[config.mk]
export PLATFORM = sky130hd
export DESIGN_NAME = ram_bus_bridge
export DESIGN_NICKNAME = d
export VERILOG_FILES = /design/src/rtl/ram_bus_bridge.sv
export SDC_FILE = /design/constraint.sdc
export NUM_CORES = 1
export LEC_CHECK = 0
export ABC_AREA = 1
export CELL_PAD_IN_SITES_DETAIL_PLACEMENT = 2
export CELL_PAD_IN_SITES_GLOBAL_PLACEMENT = 2
export CORE_UTILIZATION = 28
export DETAILED_ROUTE_END_ITERATION = 10
export PLACE_DENSITY = 0.95
export SYNTH_ARGS = -nofsm -noshare
export SYNTH_HDL_FRONTEND = slang
export SYNTH_SLANG_ARGS = --single-unit
[constraint.sdc]
create_clock -name clk -period 3 [get_ports clk]
set_input_delay 0.3 -clock clk [delete_from_list [all_inputs] [get_ports clk]]
set_output_delay 0.3 -clock clk [all_outputs]
set_load 0.02 [all_outputs]
[src/rtl/ram_bus_bridge.sv]
// Bridges a valid/ready CPU memory bus onto a 1024x32 single-port block RAM
// with a one-cycle read pipeline; partial writes are handled as read-modify-write.
module ram_bus_bridge #(
  parameter logic [31:0] BASE_ADDR = 32'h0000_0000
) (
  input  logic        clk,
  input  logic        resetn,
  input  logic        mem_valid,
  input  logic [31:0] mem_addr,
  input  logic [31:0] mem_wdata,
  input  logic [3:0]  mem_wstrb,
  output logic        mem_ready,
  output logic [31:0] mem_rdata,
  output logic        ram_ce,
  output logic        ram_oce,
  output logic        ram_reset,
  output logic        ram_wre,
  output logic [9:0]  ram_ad,
  output logic [31:0] ram_din,
  input  logic [31:0] ram_dout
);

  typedef enum logic [2:0] {
    IDLE,
    RD_REQ,
    RD_WAIT,
    WR_REQ,
    RMW_WR,
    ACK
  } state_e;

  state_e      state_q, state_d;
  logic        mem_ready_q, mem_ready_d;
  logic [31:0] mem_rdata_q, mem_rdata_d;
  logic        ram_ce_q, ram_ce_d;
  logic        ram_wre_q, ram_wre_d;
  logic [9:0]  ram_ad_q, ram_ad_d;
  logic [31:0] ram_din_q, ram_din_d;
  logic [31:0] wdata_q, wdata_d;
  logic [3:0]  wstrb_q, wstrb_d;

  logic hit;
  logic unused_addr_lsbs;

  assign hit              = (mem_addr[31:12] == BASE_ADDR[31:12]);
  assign unused_addr_lsbs = &{1'b0, mem_addr[1:0]};

  always_comb begin
    // NOTE: every next-state value gets a default before the case statement,
    // so no path through this block leaves a signal unassigned (no latches).
    state_d     = state_q;
    mem_ready_d = 1'b0;
    mem_rdata_d = mem_rdata_q;
    ram_ce_d    = ram_ce_q;
    ram_wre_d   = ram_wre_q;
    ram_ad_d    = ram_ad_q;
    ram_din_d   = ram_din_q;
    wdata_d     = wdata_q;
    wstrb_d     = wstrb_q;

    unique case (state_q)
      IDLE: begin
        if (mem_valid && hit) begin
          ram_ad_d = mem_addr[11:2];
          wdata_d  = mem_wdata;
          wstrb_d  = mem_wstrb;
          ram_ce_d = 1'b1;
          if (mem_wstrb == 4'hF) begin
            ram_wre_d = 1'b1;
            ram_din_d = mem_wdata;
            state_d   = WR_REQ;
          end else begin
            // Reads and partial writes both start by fetching the old word.
            ram_wre_d = 1'b0;
            state_d   = RD_REQ;
          end
        end
      end

      RD_REQ: begin
        ram_ce_d = 1'b0;
        state_d  = RD_WAIT;
      end

      RD_WAIT: begin
        if (wstrb_q == 4'h0) begin
          mem_rdata_d = ram_dout;
          mem_ready_d = 1'b1;
          state_d     = ACK;
        end else begin
          for (int i = 0; i < 4; i++) begin
            ram_din_d[8*i +: 8] = wstrb_q[i] ? wdata_q[8*i +: 8] : ram_dout[8*i +: 8];
          end
          ram_ce_d  = 1'b1;
          ram_wre_d = 1'b1;
          state_d   = RMW_WR;
        end
      end

      WR_REQ, RMW_WR: begin
        ram_ce_d    = 1'b0;
        ram_wre_d   = 1'b0;
        mem_ready_d = 1'b1;
        state_d     = ACK;
      end

      ACK: begin
        state_d = IDLE;
      end

      default: begin
        state_d = IDLE;
      end
    endcase
  end

  // NOTE: sequential state uses non-blocking assignments so every register
  // samples the values from before this edge, independent of statement order.
  always_ff @(posedge clk or negedge resetn) begin
    if (!resetn) begin
      state_q     <= IDLE;
      mem_ready_q <= 1'b0;
      mem_rdata_q <= '0;
      ram_ce_q    <= 1'b0;
      ram_wre_q   <= 1'b0;
      ram_ad_q    <= '0;
      ram_din_q   <= '0;
      wdata_q     <= '0;
      wstrb_q     <= '0;
    end else begin
      state_q     <= state_d;
      mem_ready_q <= mem_ready_d;
      mem_rdata_q <= mem_rdata_d;
      ram_ce_q    <= ram_ce_d;
      ram_wre_q   <= ram_wre_d;
      ram_ad_q    <= ram_ad_d;
      ram_din_q   <= ram_din_d;
      wdata_q     <= wdata_d;
      wstrb_q     <= wstrb_d;
    end
  end

  assign mem_ready = mem_ready_q;
  assign mem_rdata = mem_rdata_q;
  assign ram_ce    = ram_ce_q;
  assign ram_wre   = ram_wre_q;
  assign ram_ad    = ram_ad_q;
  assign ram_din   = ram_din_q;
  assign ram_oce   = 1'b1;
  assign ram_reset = ~resetn;

endmodule

# Yosys cells after proc, flatten, opt, wreduce, memory -nomap -nowiden
# Cells that the tools add are included.
# Widths: inputs -> output; s select.
dict set report op_classes {
  addsub 0
  multipliers 0
  n_div 0
  magnitude_cmp 0
  eq_ne 8
  n_shift 0
  mux 20
  n_bitwise 1
  reduce_logical 14
}
# operator count
set ops {}
lappend ops {{$mux 32} 3}
lappend ops {{$pmux 32 s2} 1}
lappend ops {{$mux 8} 4}
lappend ops {{$logic_not 20->1} 1}
lappend ops {{$pmux 3 s4} 1}
lappend ops {{$eq 3x2->1 const B} 2}
lappend ops {{$mux 1} 6}
lappend ops {{$ne 2x2->1 const B} 3}
lappend ops {{$pmux 1 s3} 2}
lappend ops {{$reduce_and 3->1} 2}
lappend ops {{$reduce_bool 3->1} 2}
lappend ops {{$eq 4x4->1 const B} 1}
lappend ops {{$logic_not 4->1} 1}
lappend ops {{$reduce_and 2->1} 2}
lappend ops {{$reduce_and 4->1} 1}
lappend ops {{$eq 3x1->1 const B} 1}
lappend ops {{$eq 3x3->1 const B} 1}
lappend ops {{$logic_not 3->1} 1}
lappend ops {{$mux 3} 1}
lappend ops {{$reduce_or 3->1} 1}
lappend ops {{$mux 2} 1}
lappend ops {{$pmux 1 s2} 1}
lappend ops {{$reduce_bool 2->1} 1}
lappend ops {{$reduce_or 2->1} 1}
lappend ops {{2 further kinds} 2}
dict set report word_totals {
  reg_bits 116
  latchBits 0
  ram_bits 0
  rom_bits 0
  in_bits 103
  out_inout_bits 79
  wordCells 52
  memories 0
}

# Logic depth before layout (Yosys ltp)
dict set report logic_depth {
  word_depth 4
  depth_mapped 9
}

# Least setup slack after synthesis
# Ideal clock, no wire load.
dict set report synth_path {
  kind {register to register}
  startpoint {register state_q[0]}
  endpoint {register wstrb_q[0]}
  setup_time_ps 130
  arrival_ps 1254
  required_ps 2870
  path_slack_ps 1616
  path_stages_with_launch 9
  n_path_buf 2
  path_cell_list {dfrtp_1 -> inv_1 -> nand2_2 -> nor2_4 -> nand4_1 -> buf_4 -> buf_2 -> nand2_1 -> o21ai_0}
}
dict set report synth_via {
  elab_chain_len 2
}
# item line
set synth_rtl {}
lappend synth_rtl {{from (decl)} 32} ;# state_e state_q, state_d;
lappend synth_rtl {{from (signal assigned)} 131} ;# state_q <= state_d;
lappend synth_rtl {{$logic_not 3->1} 61} ;# unique case (state_q)
lappend synth_rtl {{$reduce_and 2->1 (no source line)} -}
lappend synth_rtl {{to (signal assigned)} 139} ;# wstrb_q <= wstrb_d;
lappend synth_rtl {{to (decl)} 40} ;# logic [3:0] wstrb_q, wstrb_d;
# Every way passes these cells.
# A chain may end at the register's enable or synchronous reset.

# Worst setup path in the final report
dict set report layout_path {
  startpoint {register wstrb_q[0]}
  endpoint {register ram_din_q[27] (netlist: ram_din[27])}
}
dict set report layout_via {
  elab_chain_len 3
}
# item line
set layout_rtl {}
lappend layout_rtl {{$logic_not 4->1} 86} ;# if (wstrb_q == 4'h0) begin
lappend layout_rtl {{$ne 2x2->1 (no source line)} -}
lappend layout_rtl {{$reduce_and 4->1 (no source line)} -}
lappend layout_rtl {{to (signal assigned)} 137} ;# ram_din_q <= ram_din_d;
lappend layout_rtl {{to (decl)} 38} ;# logic [31:0] ram_din_q, ram_din_d;
# Every way passes these cells.

==> run_results.csv <==
group,metric,value,unit
outcome,status,"finished, final reports clean",
logic_synthesis,yosysWarnings,0,
global_routing,first_global_vias,6189,
clock_network,numCtsBuffers,17,
critical_path,r2r_end,"ram_din[27]",
clock_network,postCtsHoldBufs,0,
critical_path,worstSetupStartpointType,"flip-flop",
detailed_routing,vias,5227,
global_routing,grt_overflow,0,
finish,nets,940,
timing,grt_setup_unrepaired,"false",
clock_network,cts_sinks,116,
power_and_ir_drop,p_per_area,790,nW/um2
timing,setup_viol,0,
floorplanning,coreArea,19000,um2
power_and_ir_drop,p_comb_share,32.0,%
finish,layout_common_cells,"219 x nand2_1, 177 x clkdlybuf4s50_1, 116 x dfrtp_1, 93 x o21ai_0, 81 x inv_1",
detailed_routing,drtIter0Drc,151,
timing,hold_violations,0,
finish,fill_cells,2081,
power_and_ir_drop,sw_frac_of_total,34.0,%
logic_synthesis,synthTopCellsByArea,"dfrtp_1 53%, nand2_1 15%, o21ai_0 8.5%",
place,hpwl,13300,um
floorplanning,io_pins,182,
floorplanning,start_util,29.0,%
logic_synthesis,avgSynthCellArea,8.15,um2
floorplanning,design.die.area,20200,um2
floorplanning,die_x,142,um
place,dp_slack,0.631,ns
finish,syn2layout_area_growth,46.2,%
critical_path,worst_setup_path_end_kind,"flip-flop",
finish,multi_input_area,1980,um2
detailed_routing,ant_nets,0,
global_routing,gr-usage-all-layers,20.9,%
global_routing,antenna_found_initial,0,
clock_network,cts_buffer_depth,2,
logic_synthesis,syn_area,5500,um2
power_and_ir_drop,power_frac_clock,35.9,%
floorplanning,rows,50,
power_and_ir_drop,p_leak,3.79,nW
clock_network,cts_tree,"built",
detailed_routing,dr.pass1.iters,4,
timing,fin_ws,1.11,ns
detailed_routing,vias_per_cell,4.71,
critical_path,required,3.35,ns
logic_synthesis,yosysUniqueCellTypes,25,
detailed_routing,post_drt_wl_per_cell,17.9,um
critical_path,arrival,2.24,ns
power_and_ir_drop,vdd_drop_max,0.414,mV
floorplanning,die_y,142,um
finish,drive_gt1_share,7.41,%
critical_path,startpoint,"wstrb_q[0]",
detailed_routing,wl,19800,um
logic_synthesis,ys_ff_latch,116,
timing,final_max_slew_viol_count,0,
timing,setup_tns,0,ns
power_and_ir_drop,internal_power,0.00420,W
logic_synthesis,synth_top_area_share,52.8,%
critical_path,timing.rr.start,"wstrb_q[0]",
logic_synthesis,synth_top_area_cell,"dfrtp_1",
timing,min_period_over_period,63.1,%
timing,fmaxAchievable,528,MHz
place,gp_congestion,0.688,
global_routing,grt_max_degree,63,
logic_synthesis,synth_nets,778,
clock_network,postCtsSetupBuffers,0,
critical_path,crit_type,"reg -> reg",
clock_network,cts_root_buffer,"clkbuf_16",
timing,skew,0.00926,ns
timing,min_period,1.89,ns
clock_network,cts.repair.resized,0,
finish,ff_latch_area,2900,um2
critical_path,worst_r2r_path_depth,5,
global_routing,grt_pass1_wl,32200,um
power_and_ir_drop,power_switching,0.00216,W
logic_synthesis,yosysSeqAreaShare,52.8,%
clock_network,cts_max_level,4,
detailed_routing,drc,0,
logic_synthesis,synth_cells,675,
critical_path,r2r_slack,1.11,ns
clock_network,insertion_delay,0.42,ns
finish,diodes,0,
place,io_buffers,178,
run,drv_cap,0,
power_and_ir_drop,seqPwrFrac,32.1,%
finish,final_common_cell,"nand2_1",
critical_path,cp_max_fo,41,
timing,tightest_slew,0.839,ns
timing,slew_headroom,44.1,%
clock_network,path_clk_slew,0.06,ns
hold_path,hold_class,"in -> async",
==> routing by layer <==
layer	vias up	global-route usage, %	routed length, um
met1	2615	22.8	7930
met3	19	6.09	1070
li1	2473	-	-
met5	-	0	0
met2	120	38.9	10600
met4	0	6.34	208
==> worst max path at each step <==
stage,cells past startpoint,end,slack [ns]
2_1_floorplan,8,wstrb_q[0],1.62
3_3_place_gp,9,ram_din[2],0.73
3_5_place_dp,9,ram_din[18],0.63
4_1_cts,5,ram_din[18],1.06
5_1_grt,5,ram_din[27],0.95
6_report,5,ram_din[27],1.11
==> logic make-up (layout without fill, tap and decap cells) <==
family,after synthesis,in the layout,share of synthesized area [%]
buffers and inverters,129,304,11.3
flip-flops,116,116,52.8
AND/OR/NAND/NOR,282,282,22.0
other,1,1,0.0682
AO/OA/AOI/OAI,147,147,13.8
==> power by group through the flow <==
stage / Combinational [W] / Clock, W / Sequential (W)
after floorplan: 0.000694 / 0 / 0.00238
after global placement: 0.00195 / 0 / 0.00204
after detailed placement: 0.00205 / 0 / 0.00206
after CTS: 0.00208 / 0.00233 / 0.00205
after global routing: 0.00222 / 0.00238 / 0.00208
final: 0.00203 / 0.00228 / 0.00204
==> final cells by class <==
cell class                 count  area share (%)
timing repair buffer         189            23.3
inverter                      83            3.87
clock inverter                14            2.58
sequential                   116            36.1
clock buffer                  18            5.46
tap                          260            4.04
multi-input combinational    430            24.7
==> state kept, by name, indices dropped and copies added (netlist names) <==
name and cells:
state_q 3, mem_rdata 32, ram_wre 1, ram_ce 1
ram_ad 10, wdata_q 32, ram_din 32, wstrb_q 4
mem_ready 1
==> synth_stat cells <==
master / n
nor2_2: 1
nand2_2: 4
nand4_1: 34
nand3_4: 1
o21ai_1: 45
o21ai_2: 6
nor2_4: 2
nand3_2: 2
or2_1: 1
o21ai_0: 93
buf_4: 5
inv_1: 81
conb_1: 1
nand2_1: 219
o21a_1: 1
inv_2: 2
buf_2: 24
nand2_4: 1
a21oi_1: 2
nor2_1: 14
clkbuf_1: 5
nand3_1: 2
dfrtp_1: 116
buf_6: 12
nor3_1: 1
==> per-stage QoR <==
stage / instance area, um2 / hold slack, ns / util (%) / instances / total power, W
6_report: 8040 / 0.0901 / 42.4 / 1110 / 0.00635
5_1_grt: 8040 / 0.150 / 42.4 / 1110 / 0.00668
4_1_cts: 8040 / 0.114 / 42.4 / 1110 / 0.00646
3_5_place_dp: 7400 / 0.467 / 39.0 / 1078 / 0.00411
3_3_place_gp: 7400 / 0.453 / 39.0 / 1078 / 0.00398
2_1_floorplan: 5500 / 0.00441 / - / 675 / 0.00308
==> worst max-delay path, stage by stage (launching register included) <==
cell,delay [ns]
dfrtp_1,0.74
nor2_1,0.17
nand3_4,0.16
buf_4,0.43
nand4_1,0.20
nand2_1,0.12
(Power assumes the default switching activity.)
